**config.mk**
```make
export PLATFORM = sky130hd
export DESIGN_NAME = mem_access_unit
export DESIGN_NICKNAME = d
export VERILOG_FILES = /design/src/rtl/mem_access_pkg.sv /design/src/rtl/mem_access_lane.sv /design/src/rtl/mem_access_unit.sv
export SDC_FILE = /design/constraint.sdc
export NUM_CORES = 1
export LEC_CHECK = 0
export CAP_MARGIN = 10
export CORE_MARGIN = 2
export CORE_UTILIZATION = 44
export CTS_CLUSTER_SIZE = 10
export DETAILED_ROUTE_END_ITERATION = 8
export GPL_ROUTABILITY_DRIVEN = 0
export HOLD_SLACK_MARGIN = 0.03
export PLACE_DENSITY = 0.79
export SLEW_MARGIN = 10
export SYNTH_ARGS = -nofsm -noshare
export SYNTH_HDL_FRONTEND = slang
export SYNTH_SLANG_ARGS = --single-unit
```
**constraint.sdc**
```tcl
create_clock -name clk -period 2.3 [get_ports clk]
set_clock_uncertainty 0.2 [all_clocks]
set_input_delay 0.46 -clock clk [delete_from_list [all_inputs] [get_ports clk]]
set_output_delay 0.46 -clock clk [all_outputs]
set_load 0.02 [all_outputs]
```
**src/rtl/mem_access_pkg.sv**
```systemverilog
// Shared types and lane helpers for the memory access unit.
// Holds the access-size encoding, the controller state encoding and the
// little-endian lane extract/merge functions used by mem_access_lane.
package mem_access_pkg;

    typedef enum logic [1:0] {
        SZ_BYTE = 2'b00,
        SZ_HALF = 2'b01,
        SZ_WORD = 2'b10,
        SZ_ILL  = 2'b11
    } size_e;

    typedef enum logic [2:0] {
        S_IDLE,
        S_RD,
        S_WR,
        S_MRG,
        S_FMT,
        S_RSP
    } state_e;

    // Pull the addressed byte/halfword out of a word and sign/zero extend it.
    function automatic logic [31:0] lane_extract(
        input logic [31:0] word,
        input logic [1:0]  off,
        input size_e       size,
        input logic        is_unsigned
    );
        logic [31:0] sh;
        logic [31:0] res;
        sh = word >> {off, 3'b000};
        case (size)
            SZ_BYTE: res = is_unsigned ? {24'h0, sh[7:0]}  : {{24{sh[7]}}, sh[7:0]};
            SZ_HALF: res = is_unsigned ? {16'h0, sh[15:0]} : {{16{sh[15]}}, sh[15:0]};
            default: res = word;
        endcase
        return res;
    endfunction

    // Replace the addressed lane(s) of the old word with right-aligned store data.
    function automatic logic [31:0] lane_merge(
        input logic [31:0] old_word,
        input logic [31:0] wdata,
        input logic [1:0]  off,
        input size_e       size
    );
        logic [31:0] mask;
        case (size)
            SZ_BYTE: mask = 32'h0000_00FF;
            SZ_HALF: mask = 32'h0000_FFFF;
            default: mask = 32'hFFFF_FFFF;
        endcase
        mask = mask << {off, 3'b000};
        return (old_word & ~mask) | ((wdata << {off, 3'b000}) & mask);
    endfunction

endpackage

```
**src/rtl/mem_access_lane.sv**
```systemverilog
// Combinational lane datapath: load extract/extend and store merge.
import mem_access_pkg::*;

module mem_access_lane (
    input  logic [31:0] ram_word,
    input  logic [31:0] store_data,
    input  logic [1:0]  offset,
    input  size_e       size,
    input  logic        is_unsigned,
    output logic [31:0] load_data,
    output logic [31:0] merge_data
);

    assign load_data  = lane_extract(ram_word, offset, size, is_unsigned);
    assign merge_data = lane_merge(ram_word, store_data, offset, size);

endmodule

```
**src/rtl/mem_access_unit.sv**
```systemverilog
// Load/store unit in front of a single-port word RAM with registered read.
// Sub-word stores are done as read-modify-write since the RAM has no byte enables.
// Optional build macro MEM_ACCESS_MISALIGN_CHK_EN: misaligned halfword/word
// accesses are rejected as errors; without it the low address bits are dropped.
//
// state  | meaning
// S_IDLE | waiting for a request, req_ready high
// S_RD   | RAM read strobe issued (loads and sub-word stores)
// S_WR   | RAM write strobe for a full-word store
// S_MRG  | RAM write of read data merged with the store lane(s)
// S_FMT  | extract/extend load data into the response register
// S_RSP  | one-cycle response pulse
import mem_access_pkg::*;

module mem_access_unit #(
    parameter int DATA_W    = 32,
    parameter int NUM_WORDS = 1024,
    parameter int ADDR_W    = $clog2(NUM_WORDS)
) (
    input  logic              clk,
    input  logic              rst_n,
    input  logic              req_valid,
    output logic              req_ready,
    input  logic              req_we,
    input  logic [1:0]        req_size,
    input  logic              req_unsigned,
    input  logic [31:0]       req_addr,
    input  logic [DATA_W-1:0] req_wdata,
    output logic              rsp_valid,
    output logic [DATA_W-1:0] rsp_rdata,
    output logic              rsp_err,
    output logic [ADDR_W-1:0] ram_addr,
    output logic              ram_wren,
    output logic              ram_rden,
    output logic [DATA_W-1:0] ram_data_in,
    input  logic [DATA_W-1:0] ram_data_out
);

    state_e              state_q, state_d;
    logic                we_q, we_d;
    size_e               size_q, size_d;
    logic                uns_q, uns_d;
    logic [1:0]          off_q, off_d;
    logic [DATA_W-1:0]   wdata_q, wdata_d;
    logic [ADDR_W-1:0]   addr_q, addr_d;
    logic                rden_q, rden_d;
    logic                wren_q, wren_d;
    logic                rsp_valid_q, rsp_valid_d;
    logic [DATA_W-1:0]   rsp_rdata_q, rsp_rdata_d;
    logic                rsp_err_q, rsp_err_d;

    size_e               size_in;
    logic [1:0]          off_in;
    logic                oob_err;
    logic                misalign_err;
    logic                req_err;
    logic [DATA_W-1:0]   load_data;
    logic [DATA_W-1:0]   merge_data;

    assign size_in = size_e'(req_size);
    assign oob_err = ({2'b00, req_addr[31:2]} >= 32'(NUM_WORDS));

`ifdef MEM_ACCESS_MISALIGN_CHK_EN
    assign misalign_err = ((size_in == SZ_HALF) && req_addr[0]) ||
                          ((size_in == SZ_WORD) && (req_addr[1:0] != 2'b00));
`else
    assign misalign_err = 1'b0;
`endif

    assign req_err = (size_in == SZ_ILL) || oob_err || misalign_err;

    // Lane offset with the bits below the access size dropped.
    always_comb begin
        case (size_in)
            SZ_HALF: off_in = {req_addr[1], 1'b0};
            SZ_WORD: off_in = 2'b00;
            default: off_in = req_addr[1:0];
        endcase
    end

    mem_access_lane u_lane (
        .ram_word    (ram_data_out),
        .store_data  (wdata_q),
        .offset      (off_q),
        .size        (size_q),
        .is_unsigned (uns_q),
        .load_data   (load_data),
        .merge_data  (merge_data)
    );

    // Next-state, request capture and registered strobe/response values.
    always_comb begin
        state_d     = state_q;
        we_d        = we_q;
        size_d      = size_q;
        uns_d       = uns_q;
        off_d       = off_q;
        wdata_d     = wdata_q;
        addr_d      = addr_q;
        rden_d      = 1'b0;
        wren_d      = 1'b0;
        rsp_valid_d = 1'b0;
        rsp_rdata_d = '0;
        rsp_err_d   = 1'b0;
        case (state_q)
            S_IDLE: begin
                if (req_valid) begin
                    we_d    = req_we;
                    size_d  = size_in;
                    uns_d   = req_unsigned;
                    off_d   = off_in;
                    wdata_d = req_wdata;
                    addr_d  = req_addr[ADDR_W+1:2];
                    if (req_err) begin
                        state_d     = S_RSP;
                        rsp_valid_d = 1'b1;
                        rsp_err_d   = 1'b1;
                    end else if (req_we && (size_in == SZ_WORD)) begin
                        state_d = S_WR;
                        wren_d  = 1'b1;
                    end else begin
                        state_d = S_RD;
                        rden_d  = 1'b1;
                    end
                end
            end
            S_RD: begin
                if (we_q) begin
                    state_d = S_MRG;
                    wren_d  = 1'b1;
                end else begin
                    state_d = S_FMT;
                end
            end
            S_WR, S_MRG: begin
                state_d     = S_RSP;
                rsp_valid_d = 1'b1;
            end
            S_FMT: begin
                state_d     = S_RSP;
                rsp_valid_d = 1'b1;
                rsp_rdata_d = load_data;
            end
            S_RSP:   state_d = S_IDLE;
            default: state_d = S_IDLE;
        endcase
    end

    // State and output registers; reset clears strobes and response at once.
    always_ff @(posedge clk or negedge rst_n) begin
        if (!rst_n) begin
            state_q     <= S_IDLE;
            we_q        <= 1'b0;
            size_q      <= SZ_BYTE;
            uns_q       <= 1'b0;
            off_q       <= 2'b00;
            wdata_q     <= '0;
            addr_q      <= '0;
            rden_q      <= 1'b0;
            wren_q      <= 1'b0;
            rsp_valid_q <= 1'b0;
            rsp_rdata_q <= '0;
            rsp_err_q   <= 1'b0;
        end else begin
            state_q     <= state_d;
            we_q        <= we_d;
            size_q      <= size_d;
            uns_q       <= uns_d;
            off_q       <= off_d;
            wdata_q     <= wdata_d;
            addr_q      <= addr_d;
            rden_q      <= rden_d;
            wren_q      <= wren_d;
            rsp_valid_q <= rsp_valid_d;
            rsp_rdata_q <= rsp_rdata_d;
            rsp_err_q   <= rsp_err_d;
        end
    end

    // Merge data depends on the RAM read that lands during S_MRG, so it stays combinational.
    assign ram_data_in = (state_q == S_MRG) ? merge_data : wdata_q;

    assign req_ready = (state_q == S_IDLE);
    assign ram_addr  = addr_q;
    assign ram_rden  = rden_q;
    assign ram_wren  = wren_q;
    assign rsp_valid = rsp_valid_q;
    assign rsp_rdata = rsp_rdata_q;
    assign rsp_err   = rsp_err_q;

endmodule

```
Word-level counts from Yosys, hierarchy flattened
Cells that the tools add are included.
{"block": "totals", "inputBits": 103, "out_inout_bits": 79, "word_cells": 60, "ff_bits": 87}
{"block": "classes", "bitwise": 4, "shift": 3, "reduce_logical": 6, "n_eq_ne": 9, "magnitude_cmp": 1, "n_mux": 25}
{"op": "$mux W32", "count": 4}
{"op": "$pmux W32 S2", "count": 2}
{"op": "$and A32 B32 Y32", "count": 2}
{"op": "$shl A32 B5 Y32", "count": 2}
{"op": "$not A32 Y32", "count": 1}
{"op": "$or A32 B32 Y32", "count": 1}
{"op": "$shr A32 B5 Y16", "count": 1}
{"op": "$ge A30 B11 Y1 const B", "count": 1}
{"op": "$mux W1", "count": 11}
{"op": "$mux W3", "count": 3}
{"op": "$pmux W3 S3", "count": 1}
{"op": "$eq A3 B2 Y1 const B", "count": 2}
{"op": "$eq A2 B1 Y1 const B", "count": 2}
{"op": "$eq A2 B2 Y1 const B", "count": 2}
{"op": "$pmux W1 S2", "count": 2}
{"op": "$pmux W2 S2", "count": 1}
{"op": "$eq A3 B1 Y1 const B", "count": 1}
{"op": "$eq A3 B3 Y1 const B", "count": 1}
{"op": "$logic_not A3 Y1", "count": 1}
{"op": "$reduce_or A3 Y1", "count": 1}
{"op": "$logic_not A2 Y1", "count": 1}
{"op": "$mux W2", "count": 1}
{"op": "$ne A2 B2 Y1 const B", "count": 1}
{"op": "$reduce_and A2 Y1", "count": 1}
{"op": "2 further kinds", "count": 2}

Longest topological paths before layout
Gate-level depths: netlist of run 1.
{"block": "logic_depth", "word_depth": 7, "mapped_depth": 7}

Hierarchy
A second synthesis of run 1 with hierarchy kept.
{"block": "unflattened", "cells_unflattened": 464, "area_unflattened_um2": 5396.4}
{"mod": "mem_access_unit", "area_each_um2": 3609.7, "seq_area_each_um2": 2177.1, "cells_each": 258, "n_inst": 1}
{"mod": "mem_access_lane", "area_each_um2": 1786.7, "seq_area_each_um2": 0.0, "cells_each": 206, "n_inst": 1}

Least setup slack after synthesis of run 1
No wires, ideal clock.
{"block": "synth_path", "kind": "reg-to-output", "from": "register off_q[0]", "to": "output port ram_data_in[24]", "slack_ns": -0.067, "arrival_time_ns": 1.707, "stages_incl_launch_ff": 6, "n_path_buf": 1, "t_required_ns": 1.640, "path_cell_list": "dfrtp_1 -> buf_2 -> or2_2 -> a21oi_1 -> a21oi_1 -> a21oi_1"}
{"block": "synth_via", "elab_chain_len": 5, "elab_cells_between_ends": 7, "classes_between": "shift: 2; mux: 1; bitwise: 4"}
{"item": "start: declaration", "line": "mem_access_unit.sv:43", "text": "logic [1:0] off_q, off_d;"}
{"item": "start signal: assignment", "line": "mem_access_unit.sv:156", "text": "off_q <= 2'b00;"}
{"item": "start signal: assignment", "line": "mem_access_unit.sv:169", "text": "off_q <= off_d;"}
{"item": "$shl A32 B5 Y32", "line": "mem_access_pkg.sv:53", "text": "mask = mask << {off, 3'b000};"}
{"item": "$not A32 Y32", "line": "mem_access_pkg.sv:54", "text": "return (old_word & ~mask) | ((wdata << {off, 3'b000}) & mask);"}
{"item": "$and A32 B32 Y32", "line": "mem_access_pkg.sv:54"}
{"item": "$or A32 B32 Y32 *", "line": "mem_access_pkg.sv:54"}
{"item": "$mux W32 *", "line": "mem_access_unit.sv:181", "text": "assign ram_data_in = (state_q == S_MRG) ? merge_data : wdata_q;"}
{"item": "end: declaration", "line": "mem_access_unit.sv:35", "text": "output logic [DATA_W-1:0] ram_data_in,"}
Every way passes the cells marked *; elsewhere a longest branch is shown, timed or not.

Final worst setup path of run 1
{"block": "layout_path", "from": "register off_q[0]", "to": "output port ram_data_in[18]"}
The elaborated chain is that of the path after synthesis.

==> flow_summary_export.csv, run 1 <==
group,metric,value,unit
run_status,outcome,"finished, violations left",
run_status,violations,"negative setup slack",
pwr,power.density,1370,nW/µm²
detailed_routing,wl_met1,6280,µm
synth,synth_area,4540,µm²
detailed_routing,drt_wl_total,15400,µm
global_route,grt_pass1_vias,4428,
detailed_routing,first_pass_iters,5,
synth,synth_area_leaders,"dfrtp_1 48%, mux2_2 12%, a21o_1 4.1%",
setup_path,critPathBufInv,3,
setup_path,required,1.64,ns
finish,drive_gt1_frac,0.313,
finish,seq_area,2180,µm²
synth,syn-num-nets,538,
pwr,ir_drop,0.000829,V
place,dp.final_hpwl,11400,µm
detailed_routing,postRouteAntennaNets,0,
clocking,numClockSinks,87,
detailed_routing,drt-initial-drc-count,302,
global_route,grt_pass1_wl,23100,µm
timing,tightest_slew,0.516,ns
synth,ys_seq_elements,87,
timing,final_max_slew_viol_count,0,
pwr,power.total,10.2,mW
floorplanning,start_util,0.446,
clocking,cts_made_buffers,9,
setup_path,crit_cells,7,
setup_path,reg2reg_depth,7,
synth,synth.top_cell.area_share,0.480,
floorplanning,coreArea,10200,µm²
setup_path,crit_path_start_kind,"flop",
setup_path,reg2reg_slack,0.11,ns
timing,setup_ws,-0.208,ns
timing,fmax,0.399,GHz
clocking,cts_root_buffer,"clkbuf_8",
detailed_routing,dr_wl_met3,894,µm
synth,synth_top_cell_by_area,"dfrtp_1",
timing,rsz0062_at_grt,"true",
finish,diodes,0,
synth,syn_inst,432,
detailed_routing,wl_per_cell,19.2,µm
clocking,tritoncts,"built",
global_route,gr-total-overflow,0,
setup_path,r2r_start,"off_q[1]",
synth,synth_cell_type_count,44,
detailed_routing,top_layer,"met4",
job,cap_violations,0,
finish,nets,768,
timing,fin_crit_sh,1.09,
setup_path,crit_chain,"buf_4 > nand2b_4 > o21ai_4 > buf_6 > mux2i_1 > o21ai_1 > buf_2",
finish,area_growth,62.8,%
floorplanning,die_w,106,µm
floorplanning,num_rows,37,
setup_path,cp-end-kind,"output pin",
global_route,grtUsageTotal,0.267,
setup_path,worstSetupPathType,"flop to output pin",
setup_path,timing.rr.end,"rsp_rdata[17]",
worst_hold_path,min_path_type,"flop to flop",
timing,setup-tns-final,-5.22,ns
detailed_routing,routed_via_density,5.50,
clocking,htreeDepth,3,
clocking,cts.clk_slew.worst_paths,0.09,ns
setup_path,worstPathArrival,1.85,ns
timing,slew_headroom,0.656,
setup_path,cp_top_family,"buffers and inverters",
finish,utilization,0.726,
global_route,grt_start_max_net_pins,54,
place,placed_cells,781,
setup_path,crit_path_max_incr_delay,0.45,ns
synth,synth_most_common_cell,"dfrtp_1",
detailed_routing,dr_total_vias,4415,
floorplanning,die_h,106,µm
synth,yosysWarnings,0,
finish,multi_input_area,2410,µm²
timing,min_period,2.51,ns
floorplanning,ios,182,
setup_path,slowest_stage,"dfrtp_2",
timing,setup_viol,32,
pwr,leakagePower,3.29,nW
clocking,cts.path.max_buffers,2,
place,port_buffers,181,
finish,fill_cells,743,
synth,synth_edf_count,0,
clocking,clk_latency,0.35,ns
worst_hold_path,holdPathEnd,"ram_addr[3]",
worst_hold_path,min_from,"ram_addr[3]",
synth,synthArstFlopShare,1.00,
timing,hold_viol,0,
finish,instances_no_fill,803,
synth,synthFlopType,"dfrtp_1",
global_route,grt_antenna_before_repair,0,
detailed_routing,drc_errors,0,
setup_path,cp_max_fo,6,
detailed_routing,wl_met2,7830,µm
floorplanning,fp.dieArea,11100,µm²
synth,yosys-top-cells-count,"87 x dfrtp_1, 50 x mux2_2, 37 x a21oi_1",
worst_hold_path,min_path_cells,1,
synth,ys_seq_area_frac,0.480,
synth,postSynthAreaPerCell,10.5,µm²
## per-layer routing
metal / vias to the layer above / GRT usage
met5: - / 0
met4: 0 / 0.102
met3: 36 / 0.0383
met2: 199 / 0.460
met1: 2145 / 0.341
li1: 2035 / -
## how the worst max path moves through the flow
stage / end / start / slack, ns
after floorplan: ram_data_in[22] / off_q[1] / 0.008
after global placement: ram_data_in[10] / off_q[1] / -0.37
after detailed placement: rsp_rdata[17] / ram_data_out[23] / -0.42
after CTS: ram_data_in[8] / off_q[0] / -0.15
after global routing: ram_data_in[14] / off_q[0] / -0.26
final: ram_data_in[18] / off_q[0] / -0.21
## placed cells by master (no fill, tap or decap), types with 2 or more instances in the layout
| cell | synthesis | final |
|---|---|---|
| nand2b_1 | 9 | 8 |
| a22oi_2 | 0 | 7 |
| dfrtp_1 | 87 | 84 |
| inv_1 | 5 | 5 |
| nor3_1 | 2 | 2 |
| ha_1 | 3 | 3 |
| buf_4 | 1 | 65 |
| mux2i_1 | 15 | 14 |
| o2bb2ai_2 | 0 | 4 |
| mux2_2 | 50 | 42 |
| dfrtp_2 | 0 | 3 |
| a21oi_1 | 37 | 22 |
| a21oi_4 | 0 | 3 |
| buf_6 | 1 | 21 |
| buf_12 | 0 | 5 |
| a21o_1 | 25 | 24 |
| a21oi_2 | 0 | 12 |
| nand2_1 | 36 | 35 |
| nor4_1 | 4 | 4 |
| o221ai_1 | 10 | 10 |
| bufinv_16 | 0 | 2 |
| clkdlybuf4s50_1 | 0 | 147 |
| clkinv_4 | 0 | 2 |
| mux2_4 | 0 | 8 |
| o2bb2ai_1 | 16 | 12 |
| o21ai_0 | 20 | 20 |
| mux2_1 | 2 | 2 |
| nand3_1 | 11 | 11 |
| clkbuf_8 | 0 | 11 |
| o21ai_1 | 8 | 8 |
| o211ai_1 | 9 | 9 |
| nor2_1 | 23 | 23 |
| buf_2 | 12 | 8 |
| or2_1 | 2 | 2 |
| o31ai_1 | 2 | 2 |
## stage by stage
step	hold slack [ns]	worst slack, ns	instance area, µm²
6_report	0.313	-0.208	7390
3_3_place_gp	0.240	-0.366	6920
2_1_floorplan	-0.0356	0.00795	4570
4_1_cts	0.312	-0.146	7200
5_1_grt	0.329	-0.263	7390
3_5_place_dp	0.254	-0.417	6920
## power by group
| part | internal, mW | switching [mW] | total [mW] |
|---|---|---|---|
| combinational | 3.05 | 3.20 | 6.25 |
| clock | 0.676 | 0.559 | 1.24 |
| sequential | 2.22 | 0.455 | 2.68 |
| total | 5.95 | 4.21 | 10.2 |
## layout make-up
cell class	instances	area share
Clock buffer	12	0.0210
Tap cell	136	0.0230
Inverter	6	0.00305
Multi-Input combinational cell	309	0.327
Sequential cell	87	0.295
Clock inverter	4	0.0105
Timing Repair Buffer	249	0.321
## timing repair
item / in CTS / in global routing
hold buffers: 1 / 0
resized for setup: 179 / 41
endpoints found under the setup margin: 49 / 48
gates cloned: 0 / 0
pin swaps: 11 / 16
buffers inserted: 3 / 2
hold endpoints to repair: 34 / 0
## sequential cells by signal (all words and copies together), names as in the netlist
signal     count
rsp_rdata     32
wdata_q       32
ram_addr      10
state_q        3
off_q          2
size_q         2
ram_rden       1
ram_wren       1
rsp_err        1
rsp_valid      1
uns_q          1
we_q           1
## cell families (layout without fill, tap and decap cells)
logic type               Yosys count  in the layout  synth area share
buffers and inverters             36            271            0.0356
multiplexers                      68             68             0.167
adder cells (fa/ha/maj)            3              3           0.00827
AO/OA/AOI/OAI                    140            140             0.209
flip-flops                        87             87             0.480
AND/OR/NAND/NOR                   98             98             0.101
Power figures use the tool's default switching activity.
==> run 2, diff against run 1 <==
--- a/config.mk
+++ b/config.mk
@@ -7,12 +7,12 @@
 export LEC_CHECK = 0
 export CAP_MARGIN = 10
 export CORE_MARGIN = 2
-export CORE_UTILIZATION = 44
+export CORE_UTILIZATION = 28
 export CTS_CLUSTER_SIZE = 10
 export DETAILED_ROUTE_END_ITERATION = 8
 export GPL_ROUTABILITY_DRIVEN = 0
 export HOLD_SLACK_MARGIN = 0.03
-export PLACE_DENSITY = 0.79
+export PLACE_DENSITY = 0.54
 export SLEW_MARGIN = 10
 export SYNTH_ARGS = -nofsm -noshare
 export SYNTH_HDL_FRONTEND = slang
==> run 2 against run 1 <==
  * Register-to-register slack is essentially flat
  * Flip-flop and latch count did not move
  * Critical path depth fell by 1
  * Final area increased by 5.2%
  * Hold slack worse by 0.055 ns
  * Utilization shrank 24 points
  * Maximum frequency up 0.67%
  * Critical endpoint is now ram_data_in[31]
  * Power grew 7.0%
  * The run still ends with negative setup slack left
==> flow_summary_export.csv, run 2 (synthesis results as in run 1) <==
group,metric,value,unit
floorplanning,fp.dieArea,17200,µm²
clocking,cts.clk_slew.worst_paths,0.07,ns
setup_path,worstPathArrival,1.83,ns
timing,fmax,0.401,GHz
setup_path,cp-end-kind,"output pin",
floorplanning,coreArea,15900,µm²
floorplanning,start_util,0.286,
detailed_routing,drc_errors,0,
floorplanning,ios,182,
detailed_routing,drt_wl_total,17300,µm
finish,diodes,0,
setup_path,crit_path_start_kind,"flop",
place,port_buffers,181,
global_route,grtUsageTotal,0.202,
clocking,tritoncts,"built",
detailed_routing,first_pass_iters,5,
floorplanning,die_w,131,µm
pwr,p_comb_frac,0.602,
setup_path,reg2reg_depth,7,
detailed_routing,dr_total_vias,4418,
pwr,leakagePower,3.42,nW
pwr,power.density,1400,nW/µm²
place,dp.final_hpwl,13400,µm
timing,fin_crit_sh,1.08,
pwr,p_clk_frac,0.150,
global_route,grt_pass1_vias,4698,
timing,slew_headroom,0.689,
finish,nets,779,
pwr,intPower,6.43,mW
place,preCtsSetupSlack,-0.406,ns
setup_path,cp_max_fo,8,
worst_hold_path,min_path_type,"input port to asynchronous set/reset pin",
timing,tightest_slew,0.461,ns
run_status,outcome,"finished, violations left",
clocking,cts_root_buffer,"clkbuf_16",
finish,fill_cells,1511,
timing,rsz0062_at_grt,"true",
detailed_routing,wl_per_cell,19.3,µm
timing,setup_viol,32,
finish,layout_commonest_cell,"clkdlybuf4s50_1",
floorplanning,die_h,131,µm
timing,setup_ws,-0.191,ns
finish,final_cell_mix,"147 x clkdlybuf4s50_1, 85 x dfrtp_1, 76 x buf_4",
clocking,numClockSinks,87,
floorplanning,num_rows,46,
setup_path,reg2reg_slack,0.12,ns
global_route,grt_antenna_before_repair,0,
pwr,p_seq_frac,0.248,
global_route,grt_pass1_wl,26700,µm
run_status,violations,"negative setup slack",
global_route,gr-total-overflow,0,
detailed_routing,postRouteAntennaNets,0,
setup_path,required,1.64,ns
detailed_routing,drt-initial-drc-count,319,
clocking,clk_latency,0.35,ns
clocking,cts.path.max_buffers,2,
detailed_routing,routed_via_density,4.94,
clocking,htreeDepth,3,
pwr,power.total,10.9,mW
pwr,p_sw,4.44,mW
timing,final_max_slew_viol_count,0,
timing,hold_viol,0,
global_route,grt_start_max_net_pins,82,
finish,drive_gt1_frac,0.341,
pwr,ir_drop,0.000847,V
pwr,swShare,0.408,
clocking,cts_made_buffers,9,
setup_path,worstSetupPathType,"flop to output pin",
job,cap_violations,0,
finish,area_growth,71.3,%
timing,min_period,2.49,ns
run 2: path summary, 6_finish.rpt:
check / startpoint / end
min: rst_n / ram_addr[6]
max in group asynchronous: rst_n / wdata_q[28]
max reg2reg: off_q[1] / rsp_rdata[27]
max: off_q[0] / ram_data_in[31]
min in group clk: ram_addr[6] / ram_addr[6]
min reg2reg: ram_addr[6] / ram_addr[6]
run 2: final cells by class:
| class | count | area [µm²] | share of cell area |
|---|---|---|---|
| well taps | 216 | 270 | 0.0348 |
| inverters | 6 | 22.5 | 0.00290 |
| clock buffers | 10 | 239 | 0.0307 |
| clock inverters | 6 | 90.1 | 0.0116 |
| multi-input cells | 309 | 2470 | 0.318 |
| flip-flops and latches | 87 | 2180 | 0.280 |
| repair buffers | 260 | 2500 | 0.322 |
run 2: timing repair:
| action | CTS | global route |
|---|---|---|
| setup buffers | 9 | 4 |
| pin swaps | 21 | 12 |
| setup endpoints to repair | 49 | 32 |
| resized for setup | 214 | 26 |
| hold buffers | 1 | 0 |
| hold endpoints to repair | 12 | 0 |
run 2: metrics by stage:
stage	util	TNS, ns	cell area [µm²]	hold slack, ns	cells
finish	0.489	-4.47	7770	0.258	894
global route	0.489	-6.65	7770	0.258	894
CTS	0.480	-5.11	7630	0.245	890
detailed placement	0.444	-18.42	7050	0.0834	864
global placement	0.444	-16.55	7050	0.0823	864
floorplan	-	0	4570	-0.0356	432
run 2: per-layer routing:
metal	track usage	vias up	routed length, µm
li1	-	2062	-
met1	0.256	2178	7540
met2	0.344	160	8660
met3	0.0440	18	786
met4	0.0616	0	315
met5	0	-	0
run 2: power by group through the flow:
stage | logic, mW | registers (mW) | clock network (mW)
after floorplan | 2.90 | 2.97 | 0
after global placement | 5.86 | 2.69 | 0
after detailed placement | 5.94 | 2.70 | 0
after CTS | 6.28 | 2.69 | 1.68
after global routing | 6.95 | 2.77 | 1.74
final | 6.55 | 2.69 | 1.63
run 2: critical path: stages, from the launching register on:
cell and delay, ns:
dfrtp_2 0.44, or2_4 0.29, a21oi_2 0.14, buf_6 0.17, a21oi_4 0.08, a21oi_2 0.18, buf_4 0.17
